<file path="src/rtl/mips_mc_control.sv">
// Multicycle MIPS control FSM: sequences fetch/decode/execute/memory/writeback over a
// shared datapath with a request/ready memory handshake. The state port exposes the FSM
// encoding: 0 FETCH, 1 DECODE, 2 MEMADR, 3 MEMRD, 4 MEMWB, 5 MEMWR, 6 EXECUTE, 7 ALUWB,
// 8 BRANCH, 9 ADDIEX, 10 ADDIWB, 11 JUMP.
module mips_mc_control (
    input  logic       clock,
    input  logic       reset_n,
    input  logic [5:0] opcode,
    input  logic [5:0] funct,
    input  logic       zero,
    input  logic       mem_ready,
    output logic       mem_req,
    output logic       mem_we,
    output logic       iord,
    output logic       ir_we,
    output logic       pc_we,
    output logic [1:0] pc_src,
    output logic       alu_src_a,
    output logic [1:0] alu_src_b,
    output logic [2:0] alu_sel,
    output logic       reg_we,
    output logic       reg_dst,
    output logic       mem_to_reg,
    output logic       illegal,
    output logic [3:0] state
);

    typedef enum logic [3:0] {
        FETCH   = 4'd0,
        DECODE  = 4'd1,
        MEMADR  = 4'd2,
        MEMRD   = 4'd3,
        MEMWB   = 4'd4,
        MEMWR   = 4'd5,
        EXECUTE = 4'd6,
        ALUWB   = 4'd7,
        BRANCH  = 4'd8,
        ADDIEX  = 4'd9,
        ADDIWB  = 4'd10,
        JUMP    = 4'd11
    } state_t;

    localparam logic [5:0] OP_RTYPE = 6'b000000;
    localparam logic [5:0] OP_LW    = 6'b100011;
    localparam logic [5:0] OP_SW    = 6'b101011;
    localparam logic [5:0] OP_BEQ   = 6'b000100;
    localparam logic [5:0] OP_ADDI  = 6'b001000;
    localparam logic [5:0] OP_J     = 6'b000010;

    state_t state_q;
    state_t state_d;

    // Ungated enables; the reset gate below keeps them low while reset_n is asserted.
    logic mem_req_c;
    logic mem_we_c;
    logic ir_we_c;
    logic pc_we_c;
    logic reg_we_c;
    logic illegal_c;

    always_ff @(posedge clock or negedge reset_n) begin
        if (!reset_n) begin
            state_q <= FETCH;
        end else begin
            state_q <= state_d;
        end
    end

    assign state = state_q;

    always_comb begin
        state_d    = FETCH;
        mem_req_c  = 1'b0;
        mem_we_c   = 1'b0;
        ir_we_c    = 1'b0;
        pc_we_c    = 1'b0;
        reg_we_c   = 1'b0;
        illegal_c  = 1'b0;
        iord       = 1'b0;
        pc_src     = 2'b00;
        alu_src_a  = 1'b0;
        alu_src_b  = 2'b00;
        alu_sel    = 3'b000;
        reg_dst    = 1'b0;
        mem_to_reg = 1'b0;
        case (state_q)
            FETCH: begin
                mem_req_c = 1'b1;
                alu_src_b = 2'b01;
                alu_sel   = 3'b010;
                ir_we_c   = mem_ready;
                pc_we_c   = mem_ready;
                state_d   = mem_ready ? DECODE : FETCH;
            end
            DECODE: begin
                // Speculatively compute the branch target into ALU-out.
                alu_src_b = 2'b11;
                alu_sel   = 3'b010;
                case (opcode)
                    OP_LW, OP_SW: state_d = MEMADR;
                    OP_RTYPE:     state_d = EXECUTE;
                    OP_BEQ:       state_d = BRANCH;
                    OP_ADDI:      state_d = ADDIEX;
                    OP_J:         state_d = JUMP;
                    default: begin
                        state_d   = FETCH;
                        illegal_c = 1'b1;
                    end
                endcase
            end
            MEMADR: begin
                alu_src_a = 1'b1;
                alu_src_b = 2'b10;
                alu_sel   = 3'b010;
                if (opcode == OP_LW) begin
                    state_d = MEMRD;
                end else if (opcode == OP_SW) begin
                    state_d = MEMWR;
                end else begin
                    state_d = FETCH;
                end
            end
            MEMRD: begin
                mem_req_c = 1'b1;
                iord      = 1'b1;
                state_d   = mem_ready ? MEMWB : MEMRD;
            end
            MEMWB: begin
                reg_we_c   = 1'b1;
                mem_to_reg = 1'b1;
                state_d    = FETCH;
            end
            MEMWR: begin
                mem_req_c = 1'b1;
                mem_we_c  = 1'b1;
                iord      = 1'b1;
                state_d   = mem_ready ? FETCH : MEMWR;
            end
            EXECUTE: begin
                alu_src_a = 1'b1;
                alu_src_b = 2'b00;
                case (funct)
                    6'b100000: alu_sel = 3'b010;
                    6'b100010: alu_sel = 3'b110;
                    6'b100100: alu_sel = 3'b000;
                    6'b100101: alu_sel = 3'b001;
                    6'b101010: alu_sel = 3'b111;
                    default: begin
                        alu_sel   = 3'b010;
                        illegal_c = 1'b1;
                    end
                endcase
                state_d = ALUWB;
            end
            ALUWB: begin
                reg_we_c = 1'b1;
                reg_dst  = 1'b1;
                state_d  = FETCH;
            end
            BRANCH: begin
                alu_src_a = 1'b1;
                alu_sel   = 3'b110;
                pc_src    = 2'b01;
                pc_we_c   = zero;
                state_d   = FETCH;
            end
            ADDIEX: begin
                alu_src_a = 1'b1;
                alu_src_b = 2'b10;
                alu_sel   = 3'b010;
                state_d   = ADDIWB;
            end
            ADDIWB: begin
                reg_we_c = 1'b1;
                state_d  = FETCH;
            end
            JUMP: begin
                pc_src  = 2'b10;
                pc_we_c = 1'b1;
                state_d = FETCH;
            end
            default: state_d = FETCH;
        endcase
    end

    assign mem_req = reset_n & mem_req_c;
    assign mem_we  = reset_n & mem_we_c;
    assign ir_we   = reset_n & ir_we_c;
    assign pc_we   = reset_n & pc_we_c;
    assign reg_we  = reset_n & reg_we_c;
    assign illegal = reset_n & illegal_c;

endmodule

</file>
<file path="config.mk">
export PLATFORM = sky130hd
export DESIGN_NAME = mips_mc_control
export DESIGN_NICKNAME = d
export VERILOG_FILES = /design/src/rtl/mips_mc_control.sv
export SDC_FILE = /design/constraint.sdc
export NUM_CORES = 1
export LEC_CHECK = 0
export BUFFER_PORTS_ARGS = -buffer_cell sky130_fd_sc_hd__buf_2
export CAP_MARGIN = 5
export CORE_MARGIN = 1
export CORE_UTILIZATION = 42
export CTS_CLUSTER_DIAMETER = 120
export DETAILED_ROUTE_END_ITERATION = 10
export GPL_TIMING_DRIVEN = 0
export PLACE_DENSITY = 0.78
export SYNTH_ARGS = -nofsm -noshare
export SYNTH_HDL_FRONTEND = slang
export SYNTH_SLANG_ARGS = --single-unit
</file>
<file path="constraint.sdc">
create_clock -name clock -period 1.9 [get_ports clock]
set_input_delay 0.38 -clock clock [delete_from_list [all_inputs] [get_ports clock]]
set_output_delay 0.38 -clock clock [all_outputs]
set_load 0.05 [all_outputs]
</file>
==> flow_summary.rst, run 1 <==
.. list-table::
   :header-rows: 1

   * - Metric
     - Value
   * - Sequential fraction of the synthesis area
     - 16.6%
   * - Initial Utilization
     - 45.8%
   * - Row count
     - 13
   * - Error text reported by the tool
     - [ERROR DPL-0038] Utilization greater than 100%, impossible to legalize
   * - Most numerous cell in the Yosys netlist
     - nor2_1
   * - Buffer type at the clock tree root
     - clkbuf_4
   * - Synth async-reset ratio
     - 100%
   * - Syn Area/Cell
     - 6.70 sq um
   * - Buffer levels on the longest clock path
     - 2
   * - Number of cells produced by synthesis
     - 90
   * - Leading post-synthesis cells by instance count
     - 13 x nor2_1, 10 x nor3_1, 7 x nand2_1
   * - WEP type
     - output port
   * - Largest cells by area after synthesis
     - dfrtp_1 17%, nor3_1 8.3%, nor2_1 8.1%
   * - Number of buffers added by the clock tree synthesis step
     - 3
   * - Post-Syn Nets
     - 106
   * - Count of different cell masters after synthesis
     - 35
   * - Outcome
     - aborted with a tool error
   * - Number of buffer cells added on primary ports
     - 35
   * - Number of register bits inferred by synthesis
     - 4
   * - Number of ports placed on the die boundary
     - 37
   * - Number of warning messages in the yosys log
     - 0
   * - Largest net degree at the start of global routing
     - 11
   * - Yosys top cell area share
     - 16.6%
   * - Worst_ep grt
     - illegal
   * - Primary FF master, synth
     - dfrtp_1
   * - Number of synthesized flops with an enable pin
     - 0
   * - Vertical die dimension
     - 39.9 microns
   * - Synthesized cell area
     - 603 sq um
   * - Stage reached
     - global routing (5_1_grt)
   * - Half-perimeter wire length after detailed placement
     - 1.43 mm
   * - Number of clock sinks seen by CTS
     - 4
   * - Pre-CTS WS
     - -232 ps
   * - Number of H-tree levels
     - 1
   * - Die Wd
     - 39.9 microns
   * - Cell type with the highest aggregate area in the netlist
     - dfrtp_1
   * - GPL Wtd Cong
     - 0.926
==> cells by family after synthesis <==
group,count (synthesis),share of synthesized area (%)
mux,3,5.19
flops,4,16.6
compound gates,19,22.0
xor+xnor,3,4.36
simple gates,52,44.8
buf+inv,9,7.05
==> metrics by stage <==
step	area, sq um	hold slack [ps]	instances
floorplan	795	84.4	90
global placement	988	235	140
detailed placement	988	230	140
CTS	1250	529	154
==> what timing repair did <==
item,4_1_cts
pin swaps,8
hold buffers,1
endpoints found under the setup margin,9
gates resized for setup,38
hold endpoints to repair,4
setup buffers,10
==> inputs of run 2 (changes only) <==
Settings changed: CORE_AREA set to 2 2 63 65, CORE_MARGIN 1 to unset, CORE_UTILIZATION 42 to unset, CTS_CLUSTER_DIAMETER 120 to unset, DIE_AREA set to 0 0 65 67, PLACE_DENSITY 0.78 to unset, PLACE_DENSITY_LB_ADDON set to 0.15.
==> run 2 against run 1 <==
Net effect:
- the flow now finishes, with violations (negative setup slack)
- synthesized area unchanged
- synthesized cell count is the same
==> flow_summary.rst, run 2 <==
.. list-table::
   :header-rows: 1

   * - Metric
     - Value
   * - Largest fanout of any net on the critical path
     - 9
   * - Maxcap violations
     - 0
   * - Core Footprint
     - 0.00361 sq mm
   * - Number of buffer cells added on primary ports
     - 35 (unchanged)
   * - Vertical die dimension
     - 67 microns (+68%)
   * - Leak pwr
     - 0.569 nW
   * - Sort of element at the end of the critical path
     - output pin
   * - Leading post-synthesis cells by instance count
     - 13 x nor2_1, 10 x nor3_1, 7 x nand2_1
   * - Violations in the final reports
     - negative setup slack
   * - Highest-count cells in the layout ignoring fill and taps
     - 24 x buf_2, 17 x buf_4, 7 x nor2_4
   * - Initial antenna violation count
     - 0
   * - Synth async-reset ratio
     - 100% (unchanged)
   * - Vias in the first global route
     - 847
   * - Initial Utilization
     - 16.7% (-29 points)
   * - Yosys top cell area share
     - 16.6% (unchanged)
   * - Post-Syn Nets
     - 106 (unchanged)
   * - Detailed Route WL
     - 2.44 mm
   * - DRC violation total after the first TritonRoute iteration
     - 23
   * - Clock latency of the later-clocked register in the worst-skew pair
     - 220 ps
   * - Number of warning messages in the yosys log
     - 0 (unchanged)
   * - Unrepaired setup endpoints after global routing
     - true
   * - Pin slew with the least headroom to its limit
     - 411 ps
   * - Number of cells produced by synthesis
     - 90 (unchanged)
   * - Post-layout utilization of the core
     - 36.6%
   * - Hold WS
     - 25.4 ps
   * - Cell type with the highest aggregate area in the netlist
     - dfrtp_1
   * - GPL Wtd Cong
     - 0.741 (-20%)
   * - Primary FF master, synth
     - dfrtp_1
   * - Number of ports placed on the die boundary
     - 37 (unchanged)
   * - Ratio of total power to cell area
     - 466 mW/mm^2
   * - Net total in the final layout
     - 159
   * - Final clock period utilization by the worst path
     - 101%
   * - Buffer type at the clock tree root
     - clkbuf_8
   * - First-pass GRT wire length
     - 3.84 mm
   * - Total GRT Usage
     - 11.4%
   * - Area after DPL
     - 0.00103 sq mm (+4.2%)
   * - Class of the most critical setup path
     - reg2out
   * - Outcome
     - complete, but fails checks
   * - Cell count after placement
     - 173 (+24%)
   * - Number of register bits inferred by synthesis
     - 4 (unchanged)
   * - Final instance count without filler cells
     - 189
   * - Antenna-violating nets left
     - 0
   * - Post-detailed-route via-to-cell ratio
     - 4.49
   * - Worst setup skew after layout
     - 1.37 ps
   * - Half-perimeter wire length after detailed placement
     - 1.85 mm (+29%)
   * - Count of different cell masters after synthesis
     - 35 (unchanged)
   * - Synthesized cell area
     - 603 sq um (unchanged)
   * - Area grow syn2layout
     - 119%
   * - Required time reported for the critical path endpoint
     - 1520 ps
   * - Die outline area
     - 0.00436 sq mm
   * - Antenna diode count
     - 0
   * - Wire length per cell after detailed routing
     - 12.9 microns
   * - Commonest non-fill, non-tap cell in the layout
     - buf_2
   * - Detailed-route DRC error count
     - 0
   * - Die Wd
     - 65 microns (+63%)
   * - Number of buffers added by the clock tree synthesis step
     - 3 (unchanged)
   * - Number of synthesized flops with an enable pin
     - 0 (unchanged)
   * - Largest net degree at the start of global routing
     - 11
   * - Final setup violating endpoints
     - 1
   * - Arrival time at the worst endpoint
     - 1530 ps
   * - Worst ir drop on vdd
     - 0.225 mV
   * - Final Max Slew Viols
     - 0
   * - Number of detailed-routing iterations run before antenna repair
     - 4
   * - Row count
     - 22 (+9)
   * - Worst setup slack after layout
     - -10.9 ps
   * - Sequential fraction of the synthesis area
     - 16.6% (unchanged)
   * - Final total power
     - 0.615 mW
   * - Max-slew headroom
     - 72.4%
   * - Vias
     - 849
   * - Final Cell Area
     - 0.00132 sq mm
   * - Final hold viol count
     - 0
   * - Total congestion overflow after global routing
     - 0
   * - Number of H-tree levels
     - 1 (unchanged)
   * - Number of flip-flops in the largest register
     - 4
   * - F_max
     - 523 MHz
   * - Fraction of layout instances using a drive strength above 1
     - 68.1%
   * - Number of clock sinks seen by CTS
     - 4 (unchanged)
   * - CTS tree
     - yes
   * - Hold/Removal Path Class
     - in2async
   * - Largest cells by area after synthesis
     - dfrtp_1 17%, nor3_1 8.3%, nor2_1 8.1%
   * - Post-route minimum period
     - 1910 ps
   * - Reg clk slew, reported paths
     - 30 ps
   * - Buffer levels on the longest clock path
     - 2 (unchanged)
   * - Most numerous cell in the Yosys netlist
     - nor2_1
   * - Syn Area/Cell
     - 6.70 sq um (unchanged)
   * - Setup crit start kind
     - flip-flop
[run 2: cell counts after synthesis]
Identical to the previous run, type by type.
[run 2: repair_timing]
item	CTS	global route
endpoints found under the hold margin	0	0
setup buffers	13	1
setup endpoints to repair	9	11
resized for setup	30	10
pin swaps	3	2
hold buffers	0	0
[run 2: worst paths after layout]
path | from | endpoint | slack, ps | cells past startpoint
worst min register to register | state[2]$_DFF_PN0_ | state[3]$_DFF_PN0_ | 710 | 2
worst min-delay path | reset_n | state[3]$_DFF_PN0_ | 30 | 1
min in group clock | mem_ready | state[1]$_DFF_PN0_ | 580 | 4
worst max register to register | state[1]$_DFF_PN0_ | state[0]$_DFF_PN0_ | 250 | 4
worst max-delay path | state[0]$_DFF_PN0_ | illegal | -10 | 6
max in group asynchronous | reset_n | state[2]$_DFF_PN0_ | 1660 | 1
[run 2: stage by stage]
step,worst slack [ps],TNS (ps)
after floorplan,-306,-862
after global placement,-244,-434
after detailed placement,-229,-439
after CTS,-17.9,-17.9
after global routing,-80.5,-216
final,-10.9,-10.9
[run 2: routing by layer]
layer,track usage (%),vias to the layer above,wire length (microns)
met5,0,-,0
li1,-,429,-
met1,15.0,399,1100
met3,1.52,0,88
met2,20.1,21,1260
met4,1.60,0,0
[run 2: cells by family after synthesis]
kind of cell,Yosys count,synth area share (%)
DFF,4,16.6
xor gates and xnor gates,3,4.36
and+or+nand+nor,52,44.8
AOI/OAI and AO/OA,19,22.0
buffers and inverters,9,7.05
muxes,3,5.19
[run 2: power by group]
group          total (mW)  leakage, nW  switching [mW]  internal [mW]
Clock               0.177       0.0216          0.0423          0.135
Combinational       0.339        0.500           0.205          0.134
Sequential         0.0992       0.0480         0.00747         0.0917
Total               0.615        0.569           0.255          0.361
[run 2: critical path, cell delays in order (launching register included)]
cell and delay, ps:
dfrtp_2 380, buf_8 150, clkinvlp_4 120, nor2_4 110, nand3_2 120, o41ai_4 230, buf_6 200
[run 2: layout make-up]
| cell class | count | area (sq um) |
|---|---|---|
| buffer | 5 | 87.6 |
| fill | 400 | 2280 |
| clock buffer | 3 | 41.3 |
| sequential | 4 | 105 |
| timing repair buffer | 49 | 330 |
| tap | 48 | 60.1 |
| multi-input combinational | 77 | 682 |
| inverter | 3 | 15.0 |
(Power assumes the default switching activity.)
==> inputs of run 3 (changes only) <==
Settings changed: CELL_PAD_IN_SITES_DETAIL_PLACEMENT set to 1, CELL_PAD_IN_SITES_GLOBAL_PLACEMENT set to 1.
==> run 3 against run 2 <==
Net effect:
- the run still ends with negative setup slack left
- register-to-register slack worse by 90 ps
- clock power down 2%
- non-clock buffer count up 4
- utilization up 3.1 points
- sequential cell count unchanged
- critical path type unchanged
==> flow_summary.rst, run 3 (synthesis results as in run 2) <==
.. list-table::
   :header-rows: 1

   * - Metric
     - Value
   * - Detailed-route DRC error count
     - 0 (unchanged)
   * - First-pass GRT wire length
     - 4.59 mm (+20%)
   * - Die Wd
     - 65 microns (unchanged)
   * - Number of ports placed on the die boundary
     - 37 (unchanged)
   * - Worst ir drop on vdd
     - 0.166 mV (-26%)
   * - Post-detailed-route via-to-cell ratio
     - 4.67 (+4.0%)
   * - Number of buffer cells added on primary ports
     - 35 (unchanged)
   * - Largest net degree at the start of global routing
     - 11 (unchanged)
   * - R2r worst-path depth
     - 5 (+1)
   * - Hold WS
     - 31.1 ps (+5.75 ps)
   * - DRC violation total after the first TritonRoute iteration
     - 15 (-35%)
   * - Antenna diode count
     - 0 (unchanged)
   * - Total congestion overflow after global routing
     - 0 (unchanged)
   * - Unrepaired setup endpoints after global routing
     - true
   * - Reg2Reg Launch Point
     - state[1]$_DFF_PN0_
   * - Vias
     - 902 (+6.2%)
   * - Die outline area
     - 0.00436 sq mm (unchanged)
   * - Worst setup slack after layout
     - -19.3 ps (-8.41 ps)
   * - Arrival time at the worst endpoint
     - 1540 ps (about the same)
   * - Buffer type at the clock tree root
     - clkbuf_8
   * - Number of H-tree levels
     - 1 (unchanged)
   * - Vertical die dimension
     - 67 microns (unchanged)
   * - Reg-to-reg slack, setup
     - 160 ps (-90 ps)
   * - CTS tree
     - yes
   * - Commonest non-fill, non-tap cell in the layout
     - buf_2
   * - Wire length per cell after detailed routing
     - 14.7 microns (+14%)
   * - Net total in the final layout
     - 163 (+2.5%)
   * - Max-slew headroom
     - 71.3% (-1.1 points)
   * - Number of buffers added by the clock tree synthesis step
     - 3 (unchanged)
   * - Clock latency of the later-clocked register in the worst-skew pair
     - 210 ps (about the same)
   * - Terminus of the critical flop-to-flop path
     - state[0]$_DFF_PN0_
   * - Fraction of layout instances using a drive strength above 1
     - 69.7% (+1.6 points)
   * - Final clock period utilization by the worst path
     - 101% (+0.44 points)
   * - Outcome
     - complete, but fails checks
   * - Area grow syn2layout
     - 138%
   * - Maxcap violations
     - 0 (unchanged)
   * - Violations in the final reports
     - negative setup slack
   * - Detailed Route WL
     - 2.85 mm (+16%)
   * - Final hold viol count
     - 0 (unchanged)
   * - Final Cell Area
     - 0.00143 sq mm (+8.4%)
   * - Highest-count cells in the layout ignoring fill and taps
     - 22 x buf_2, 19 x buf_4, 7 x nor2_4, 7 x buf_6, 5 x nand2_1
   * - Half-perimeter wire length after detailed placement
     - 2.07 mm (+12%)
   * - GPL Wtd Cong
     - 0.823 (+11%)
   * - Antenna-violating nets left
     - 0 (unchanged)
   * - Reg clk slew, reported paths
     - 30 ps (about the same)
   * - Number of flip-flops in the largest register
     - 4 (unchanged)
   * - Class of the most critical setup path
     - reg2out
   * - Initial Utilization
     - 16.7% (unchanged)
   * - Largest fanout of any net on the critical path
     - 10 (+1)
   * - Final Max Slew Viols
     - 0 (unchanged)
   * - Required time reported for the critical path endpoint
     - 1520 ps (about the same)
   * - Ratio of total power to cell area
     - 442 mW/mm^2 (-5.2%)
   * - F_max
     - 521 MHz (-0.44%)
   * - Row count
     - 22 (unchanged)
   * - Pin slew with the least headroom to its limit
     - 428 ps (+16.5 ps)
   * - Leak pwr
     - 0.610 nW (+7.2%)
   * - Hold/Removal Path Class
     - in2async
   * - Setup crit start kind
     - flip-flop
   * - Sort of element at the end of the critical path
     - output pin
   * - Post-layout utilization of the core
     - 39.7% (+3.1 points)
   * - Number of detailed-routing iterations run before antenna repair
     - 4 (unchanged)
   * - Buffer levels on the longest clock path
     - 2 (unchanged)
   * - Vias in the first global route
     - 907 (+7.1%)
   * - Post-route minimum period
     - 1920 ps (+8.41 ps)
   * - Total GRT Usage
     - 13.9% (+2.5 points)
   * - Summed negative setup slack over all endpoints
     - -19.3 ps (-8.41 ps)
   * - Number of clock sinks seen by CTS
     - 4 (unchanged)
   * - Worst setup skew after layout
     - 0.604 ps (-0.765 ps)
   * - Area after DPL
     - 0.00103 sq mm (unchanged)
   * - CTS Hold Bufs
     - 0 (unchanged)
   * - Final setup violating endpoints
     - 1 (unchanged)
   * - Initial antenna violation count
     - 0 (unchanged)
   * - Core Footprint
     - 0.00361 sq mm (unchanged)
[run 3: changes by cell type in the layout (fill, tap and decap cells not counted), sizes merged]
cell / before / now
buf: 49 / 52
clkbuf: 8 / 9
[run 3: final cells by class]
type,instances,area (sq um)
Fill cell,427,2170
Sequential cell,4,105
Inverter,3,15.0
Timing Repair Buffer,52,388
Buffer,6,113
Clock buffer,3,41.3
Multi-Input combinational cell,77,711
Tap cell,48,60.1
[run 3: per-layer routing]
layer  global-route usage, %  share of wire [%]
met1                    16.7                 44
met3                    1.35                3.0
met2                    25.6                 52
met4                    4.79                1.5
met5                       0                  0
[run 3: per-stage QoR]
stage	setup slack, ps	cells	total power [mW]
2_1_floorplan	-306	90	0.300
3_3_place_gp	-260	173	0.373
3_5_place_dp	-230	173	0.377
4_1_cts	-46.5	187	0.616
5_1_grt	-99.1	193	0.669
6_report	-19.3	193	0.633
[run 3: worst max-delay path by stage]
stage,start,endpoint,slack [ps],cells past startpoint
after CTS,state[1]$_DFF_PN0_,illegal,-50,6
after global placement,opcode[2],illegal,-260,5
after detailed placement,opcode[2],illegal,-230,5
final,state[2]$_DFF_PN0_,illegal,-20,5
after global routing,state[0]$_DFF_PN0_,illegal,-100,6
after floorplan,state[3]$_DFF_PN0_,pc_we,-310,5
[run 3: repair_timing]
action	CTS	global route
setup buffers	10	6
pin swaps	8	3
cloned	1	0
endpoints found under the setup margin	9	13
gates resized for setup	38	13
[run 3: worst max-delay path, cell delays in order, from the launching register on]
cell	delay, ps
dfrtp_2	430
clkbuf_16	190
nor2_4	160
nand3_2	110
o41ai_4	230
buf_6	200
[run 3: where the power goes]
group / internal (mW) / switching [mW]
Sequential: 0.0918 / 0.00663
Clock: 0.135 / 0.0387
Combinational: 0.145 / 0.216
